===== config.mk =====
export PLATFORM = sky130hd
export DESIGN_NAME = if_fetch_unit
export DESIGN_NICKNAME = d
export VERILOG_FILES = /design/src/rtl/if_fetch_unit.sv
export SDC_FILE = /design/constraint.sdc
export NUM_CORES = 1
export LEC_CHECK = 0
export CAP_MARGIN = 20
export CORE_UTILIZATION = 58
export CTS_CLUSTER_SIZE = 40
export DETAILED_ROUTE_END_ITERATION = 16
export DONT_BUFFER_PORTS = 1
export PLACE_DENSITY = 0.76
export SLEW_MARGIN = 30
export SYNTH_ARGS = -nofsm -noshare
export SYNTH_HDL_FRONTEND = slang
export SYNTH_SLANG_ARGS = --single-unit

===== constraint.sdc =====
create_clock -name clk -period 4.9 [get_ports clk]
set_input_delay 0.98 -clock clk [delete_from_list [all_inputs] [get_ports clk]]
set_output_delay 0.98 -clock clk [all_outputs]
set_load 0.05 [all_outputs]

===== src/rtl/if_fetch_unit.sv =====
// Instruction-fetch stage: owns the PC, issues reads to a 1-cycle synchronous
// instruction memory and presents {pc, inst, valid} to the IF/ID register.
// A single skid entry holds the in-flight read when downstream stalls, and a
// redirect squashes everything fetched but not yet accepted.
module if_fetch_unit #(
    parameter int                  PC_WIDTH   = 32,
    parameter int                  INST_WIDTH = 22,
    parameter int                  PC_STEP    = 1,
    parameter logic [PC_WIDTH-1:0] RESET_PC   = '0
) (
    input  logic                  clk,
    input  logic                  rst,
    input  logic                  stall,
    input  logic                  redirect,
    input  logic [PC_WIDTH-1:0]   redirect_pc,
    output logic                  imem_req,
    output logic [PC_WIDTH-1:0]   imem_addr,
    input  logic [INST_WIDTH-1:0] imem_rdata,
    output logic                  fetch_valid,
    output logic [PC_WIDTH-1:0]   fetch_pc,
    output logic [INST_WIDTH-1:0] fetch_inst,
    output logic [31:0]           fetch_count
);

    typedef enum logic [1:0] {
        ST_BOOT = 2'd0,
        ST_RUN  = 2'd1,
        ST_HOLD = 2'd2
    } state_t;

    state_t                  state_reg;
    state_t                  state_next;
    logic [PC_WIDTH-1:0]     pc_reg;
    logic                    inflight_reg;
    logic [PC_WIDTH-1:0]     inflight_pc_reg;
    logic                    skid_valid_reg;
    logic [PC_WIDTH-1:0]     skid_pc_reg;
    logic [INST_WIDTH-1:0]   skid_inst_reg;
    logic [31:0]             count_reg;

    logic                    issue;
    logic                    sel_valid;
    logic [PC_WIDTH-1:0]     sel_pc;
    logic [INST_WIDTH-1:0]   sel_inst;
    logic                    accept;
    logic                    skid_capture;

    // A new read goes out whenever we are past boot and nothing blocks it.
    assign issue     = (state_reg != ST_BOOT) && !stall && !redirect;
    assign imem_req  = issue;
    assign imem_addr = pc_reg;

    // The skid entry is older than the in-flight read, so it is presented first.
    always_comb begin
        sel_valid = 1'b0;
        sel_pc    = '0;
        sel_inst  = '0;
        if (skid_valid_reg) begin
            sel_valid = 1'b1;
            sel_pc    = skid_pc_reg;
            sel_inst  = skid_inst_reg;
        end else if (inflight_reg) begin
            sel_valid = 1'b1;
            sel_pc    = inflight_pc_reg;
            sel_inst  = imem_rdata;
        end
    end

    // A redirect squashes whatever is on the output in the same cycle.
    assign fetch_valid = sel_valid && !redirect;
    assign fetch_pc    = redirect ? '0 : sel_pc;
    assign fetch_inst  = redirect ? '0 : sel_inst;
    assign fetch_count = count_reg;

    assign accept       = fetch_valid && !stall && !redirect;
    assign skid_capture = stall && inflight_reg && !skid_valid_reg && !redirect;

    // Next-state logic; a redirect always lands back in RUN.
    always_comb begin
        state_next = state_reg;
        case (state_reg)
            ST_BOOT: state_next = ST_RUN;
            ST_RUN:  if (stall && fetch_valid && !redirect) state_next = ST_HOLD;
            ST_HOLD: if (!stall || redirect) state_next = ST_RUN;
            default: state_next = ST_BOOT;
        endcase
        if (redirect) begin
            state_next = ST_RUN;
        end
    end

    // State register.
    always_ff @(posedge clk or posedge rst) begin
        if (rst) begin
            state_reg <= ST_BOOT;
        end else begin
            state_reg <= state_next;
        end
    end

    // PC and in-flight read tracking; a redirect discards the outstanding read.
    always_ff @(posedge clk or posedge rst) begin
        if (rst) begin
            pc_reg          <= RESET_PC;
            inflight_reg    <= 1'b0;
            inflight_pc_reg <= '0;
        end else begin
            inflight_reg <= issue;
            if (issue) begin
                inflight_pc_reg <= pc_reg;
            end
            if (redirect) begin
                pc_reg <= redirect_pc;
            end else if (issue) begin
                pc_reg <= pc_reg + PC_WIDTH'(PC_STEP);
            end
        end
    end

    // Skid entry: parks the returning read while stalled, drains on the first free cycle.
    always_ff @(posedge clk or posedge rst) begin
        if (rst) begin
            skid_valid_reg <= 1'b0;
            skid_pc_reg    <= '0;
            skid_inst_reg  <= '0;
        end else if (redirect) begin
            skid_valid_reg <= 1'b0;
        end else if (skid_capture) begin
            skid_valid_reg <= 1'b1;
            skid_pc_reg    <= inflight_pc_reg;
            skid_inst_reg  <= imem_rdata;
        end else if (!stall) begin
            skid_valid_reg <= 1'b0;
        end
    end

    // Saturating count of instructions handed downstream.
    always_ff @(posedge clk or posedge rst) begin
        if (rst) begin
            count_reg <= '0;
        end else if (accept && (count_reg != 32'hFFFF_FFFF)) begin
            count_reg <= count_reg + 32'd1;
        end
    end

endmodule


**Word-level counts from Yosys, hierarchy flattened**

Index checks and enable logic that the tools add are counted.

- Bits in registers: 154
- Output and inout bits: 120
- Input bits: 58

- Bitwise gates (word level): 1
- Reductions and logical operators: 20
- $add $sub $neg: 2
- Equal/unequal tests: 6
- Muxes and demuxes: 17

Operators with widths:

| operator | count |
|---|---|
| two-way mux 32 bit | 5 |
| two-way mux 22 bit | 3 |
| adder 32 x 1 -> 32 bit, second input constant | 2 |
| inequality test 32 bit, second input constant | 1 |
| logical AND 1 bit | 11 |
| two-way mux 2 bit | 3 |
| inequality test 3 bit, second input constant | 2 |
| case mux 2 bit (3 select lines) | 1 |
| two-way mux 1 bit | 5 |
| AND reduction 2 bit | 2 |
| nonzero test 2 bit | 2 |
| zero test 1 bit | 3 |
| inequality test 3 x 1 -> 1 bit, second input constant | 1 |
| == test 2 x 1 -> 1 bit, second input constant | 1 |
| == test 2 bit, second input constant | 1 |
| zero test 2 bit | 1 |
| logical OR 1 bit | 1 |
| inverter 1 bit | 1 |

**Logic depth before layout (Yosys ltp)**

- Word-level depth: 8
- Mapped depth: 8
- Mapped depth without buffers: 7

**Worst setup path before layout**

Ideal clock, no wire load.

- Path type: input-to-output
- Start point: in redirect
- End point: out fetch_inst[0]
- Cell stages on the path: 4
- Buffers on the path: 3
- Path slack: 1.679 ns
- Arrival time: 2.241 ns
- Required time: 3.920 ns
- Cell sequence: clkbuf_1 > clkbuf_1 > clkbuf_1 > nor2_1

- Cells in the longest elaborated chain, start to end: 1

RTL lines:

| element | RTL line | text |
|---|---|---|
| from (decl) | 14 | `input logic redirect,` |
| two-way mux 22 bit | 72 | `assign fetch_inst = redirect ? '0 : sel_inst;` |
| to (decl) | 21 | `output logic [INST_WIDTH-1:0] fetch_inst,` |

No other way between the ends.

**Worst setup path after layout**

- Start point: reg skid_valid_reg
- End point: out fetch_pc[31]

- Cells in the longest elaborated chain, start to end: 2

RTL lines:

| element | RTL line | text |
|---|---|---|
| from (decl) | 36 | `logic skid_valid_reg;` |
| from (signal assigned) | 123 | `skid_valid_reg <= 1'b0;` |
| from (signal assigned) | 127 | `skid_valid_reg <= 1'b0;` |
| from (signal assigned) | 129 | `skid_valid_reg <= 1'b1;` |
| two-way mux 32 bit | 58 | `if (skid_valid_reg) begin` |
| two-way mux 32 bit | 71 | `assign fetch_pc = redirect ? '0 : sel_pc;` |
| to (decl) | 20 | `output logic [PC_WIDTH-1:0] fetch_pc,` |

No other way between the ends.

==> impl_summary.log <==
INFO  metric cts_made_buffers = 17
INFO  metric crit_path_max_fanout = 67
INFO  metric met3_wirelength = 1.14 mm
INFO  metric path_cells = buf_12, nor2b_1, a22oi_1, nor2_1
INFO  metric postSynthCellCount = 776
INFO  metric floorplan.core_area = 0.0128 mm^2
INFO  metric fmax = 296 MHz
INFO  metric post_route_cells_drive_above_1_share = 19.2%
INFO  metric fin_worst_skew = 5.63 ps
INFO  metric worst_hold_path_type = in2async
INFO  metric crit-reg2reg-capture = imem_addr[31]
INFO  metric start_kind = flop
INFO  metric die_width = 117 um
INFO  metric initial_antenna_violation_count = 1
INFO  metric max_cap_viol_count = 0
INFO  metric required_time_of_the_worst_setup_path = 3920 ps
INFO  metric dr.first_iter.drc_count = 382
INFO  metric finalHoldViolations = 0
INFO  metric finalWeightedCongestion = 0.827
INFO  metric worst_r2r_path_depth = 6
INFO  metric final_max_slew_viol_count = 0
INFO  metric first_global_vias = 5401
INFO  metric die_h = 117 um
INFO  metric clkSlewWorstSetupHoldPaths = 60 ps
INFO  metric worstMarginPinSlew = 991 ps
INFO  metric clk_path_buf_depth = 2
INFO  metric layout.cells.most_common_list = sky130_fd_sc_hd__dfrtp_1 (152), sky130_fd_sc_hd__nor2_1 (129), sky130_fd_sc_hd__nand2_1 (113)
INFO  metric timing.slew.headroom = 33.7%
INFO  metric number_of_enable_type_register_cells_in_the_synthesized_netlist = 0
INFO  metric synth-async-reset-ratio = 100%
INFO  metric syn-mean-instance-area = 9.96 um^2
INFO  metric final_min_period_over_clock_period = 68.8%
INFO  metric ys_seq_elements = 154
INFO  metric worstReg2RegStart = imem_addr[2]
INFO  metric max_stage_delay = 700 ps
INFO  metric highest_metal_layer_with_signal_wires = met4
INFO  metric place.port_buffers = 0
INFO  metric postSynth.topFlopCell = sky130_fd_sc_hd__dfrtp_1
INFO  metric initial_drt_pass_iterations = 4
INFO  metric clkLatencyLatePin = 420 ps
INFO  metric holdBufCountCts = 0
INFO  metric timing.critical_path.to = fetch_pc[31]
INFO  metric rsz0062_at_grt = no
INFO  metric drt_drc_violations_left = 0
INFO  metric die_area = 0.0138 mm^2
INFO  metric placed_area = 0.00777 mm^2
INFO  metric cts_repair_resized_insts = 0
INFO  metric final.setup.tns = 0 ps
INFO  metric core.rowCount = 41
INFO  metric antenna_violating_nets_post_route = 0
INFO  metric finalSetupViolations = 0
INFO  metric met2RoutedLength = 7.88 mm
INFO  metric cts_post_setup_buffers_inserted = 0
INFO  metric syn-num-nets = 836
INFO  metric starting_density = 60.3%
INFO  metric cts.root.buffer_cell = sky130_fd_sc_hd__clkbuf_16
INFO  metric worst-r2r-setup-slack = 2260 ps
INFO  metric wl_per_cell = 17.3 um
INFO  metric setup.worst_path.start = skid_valid_reg
INFO  metric vias = 5437
INFO  metric half_perimeter_wire_length_after_placement = 10.8 mm
INFO  metric worst_path_max_delay_cell = sky130_fd_sc_hd__nor2_1
INFO  metric wl_met1 = 6.95 mm
INFO  metric cts_tree = built
INFO  metric grt_first_pass_wirelength = 27.4 mm
INFO  metric peakVddDrop = 0.294 mV
INFO  metric post_layout_inst_area = 0.00847 mm^2
INFO  metric net_count_of_the_finished_layout = 815
INFO  metric run_status = completed
INFO  metric grt_util_all_layers = 24.9%
INFO  metric htree_num_levels = 4
INFO  metric cts.sink_count = 154
INFO  metric finalWorstPathRequiredPeriod = 3370 ps
INFO  metric synth_seq_area_share = 49.8%
INFO  metric crit_arrival = 2390 ps
INFO  metric power_density = 447 mW/mm^2
INFO  metric critical_path.endpoint_type = output port
INFO  metric syn_to_layout_area_delta = 9.56%
INFO  metric utilization = 66.0%
INFO  metric design_power_total = 3.79 mW
INFO  metric routed_via_density = 5.78
INFO  metric cellLeakagePower = 3.66 nW
INFO  metric worst-setup-path-type = reg2out
INFO  metric synth_area = 0.00773 mm^2
INFO  metric drt-total-wl = 16.2 mm
INFO  metric library_cells_used_by_synthesis = 43
INFO  metric yosysWarningCount = 0
INFO  metric globalRouteOverflowTotal = 0
INFO  metric io_pins = 178
INFO  metric maximum_number_of_pins_on_one_net_before_global_route_repair = 134
INFO  metric layout.cells.most_common = sky130_fd_sc_hd__dfrtp_1
-- per-layer routing --
layer | global-route usage (%) | vias to the layer above
met5 | 0 | -
met4 | 8.41 | 0
met3 | 7.66 | 25
met2 | 40.3 | 182
met1 | 31.7 | 2651
li1 | - | 2579
-- metrics by stage --
stage	instances	hold slack [ps]	setup slack, ps
after floorplan	776	481	1680
after global placement	906	489	1780
after detailed placement	906	497	1720
after CTS	937	449	1270
after global routing	939	475	1390
final	940	453	1530
-- how the worst min path moves through the flow --
stage / from / slack [ps] / endpoint / cells after the start
final: rst / 450 / skid_inst_reg[20] / 1
after global routing: rst / 480 / skid_inst_reg[15] / 1
after floorplan: skid_inst_reg[0] / 480 / skid_inst_reg[0] / 1
after detailed placement: skid_pc_reg[11] / 500 / skid_pc_reg[11] / 1
after global placement: skid_inst_reg[12] / 490 / skid_inst_reg[12] / 1
after CTS: rst / 450 / skid_inst_reg[15] / 1
-- cell usage after synthesis (3+ instances only) --
cell	number	area [um^2]
sky130_fd_sc_hd__nand3_1	19	95.1
sky130_fd_sc_hd__xor2_1	28	245
sky130_fd_sc_hd__buf_2	9	45.0
sky130_fd_sc_hd__nor2_1	130	488
sky130_fd_sc_hd__buf_1	7	26.3
sky130_fd_sc_hd__dfrtp_1	154	3850
sky130_fd_sc_hd__nor4_4	3	63.8
sky130_fd_sc_hd__o21ai_0	27	135
sky130_fd_sc_hd__nand4_1	15	93.8
sky130_fd_sc_hd__clkbuf_1	24	90.1
sky130_fd_sc_hd__mux2_2	88	991
sky130_fd_sc_hd__nand2_1	113	424
sky130_fd_sc_hd__and2_1	3	18.8
sky130_fd_sc_hd__inv_1	5	18.8
sky130_fd_sc_hd__and3_1	13	81.3
sky130_fd_sc_hd__and4_2	6	60.1
sky130_fd_sc_hd__nor3_1	5	25.0
sky130_fd_sc_hd__nand3_2	4	40.0
sky130_fd_sc_hd__xnor2_1	33	289
sky130_fd_sc_hd__a21oi_1	52	260
sky130_fd_sc_hd__o21ai_1	4	20.0
sky130_fd_sc_hd__and4_1	4	35.0
sky130_fd_sc_hd__nor2b_1	3	18.8
-- critical path: cells and delay by family, from the launching register on --
kind | cells | cell delay [ps]
AND/OR/NAND/NOR | 2 | 920
flip-flops | 1 | 660
buffers and inverters | 1 | 270
AO/OA/AOI/OAI | 1 | 120
-- cells by family after synthesis --
group	Yosys count	synth area share [%]
and+or+nand+nor	330	20.3
AOI/OAI and AO/OA	88	6.05
buffers and inverters	50	3.24
xor gates and xnor gates	62	7.12
DFF	154	49.8
muxes	90	13.1
adders and majority gates	2	0.324
-- layout make-up --
cell class,instances,area [um^2]
Clock inverter,7,163
Clock buffer,24,482
Sequential cell,154,3860
Multi-Input combinational cell,572,3640
Inverter,5,22.5
Timing Repair Buffer,5,82.6
Tap cell,172,215
Antenna cell,1,2.50
Fill cell,1006,4350
-- power breakdown --
part	switching, mW	leakage [nW]	internal, mW	total, mW
sequential	0.350	1.92	1.52	1.87
clock	0.484	0.311	0.941	1.42
combinational	0.262	1.43	0.234	0.496
total	1.10	3.66	2.69	3.79
No activity file was read; power rests on OpenSTA's default activity.
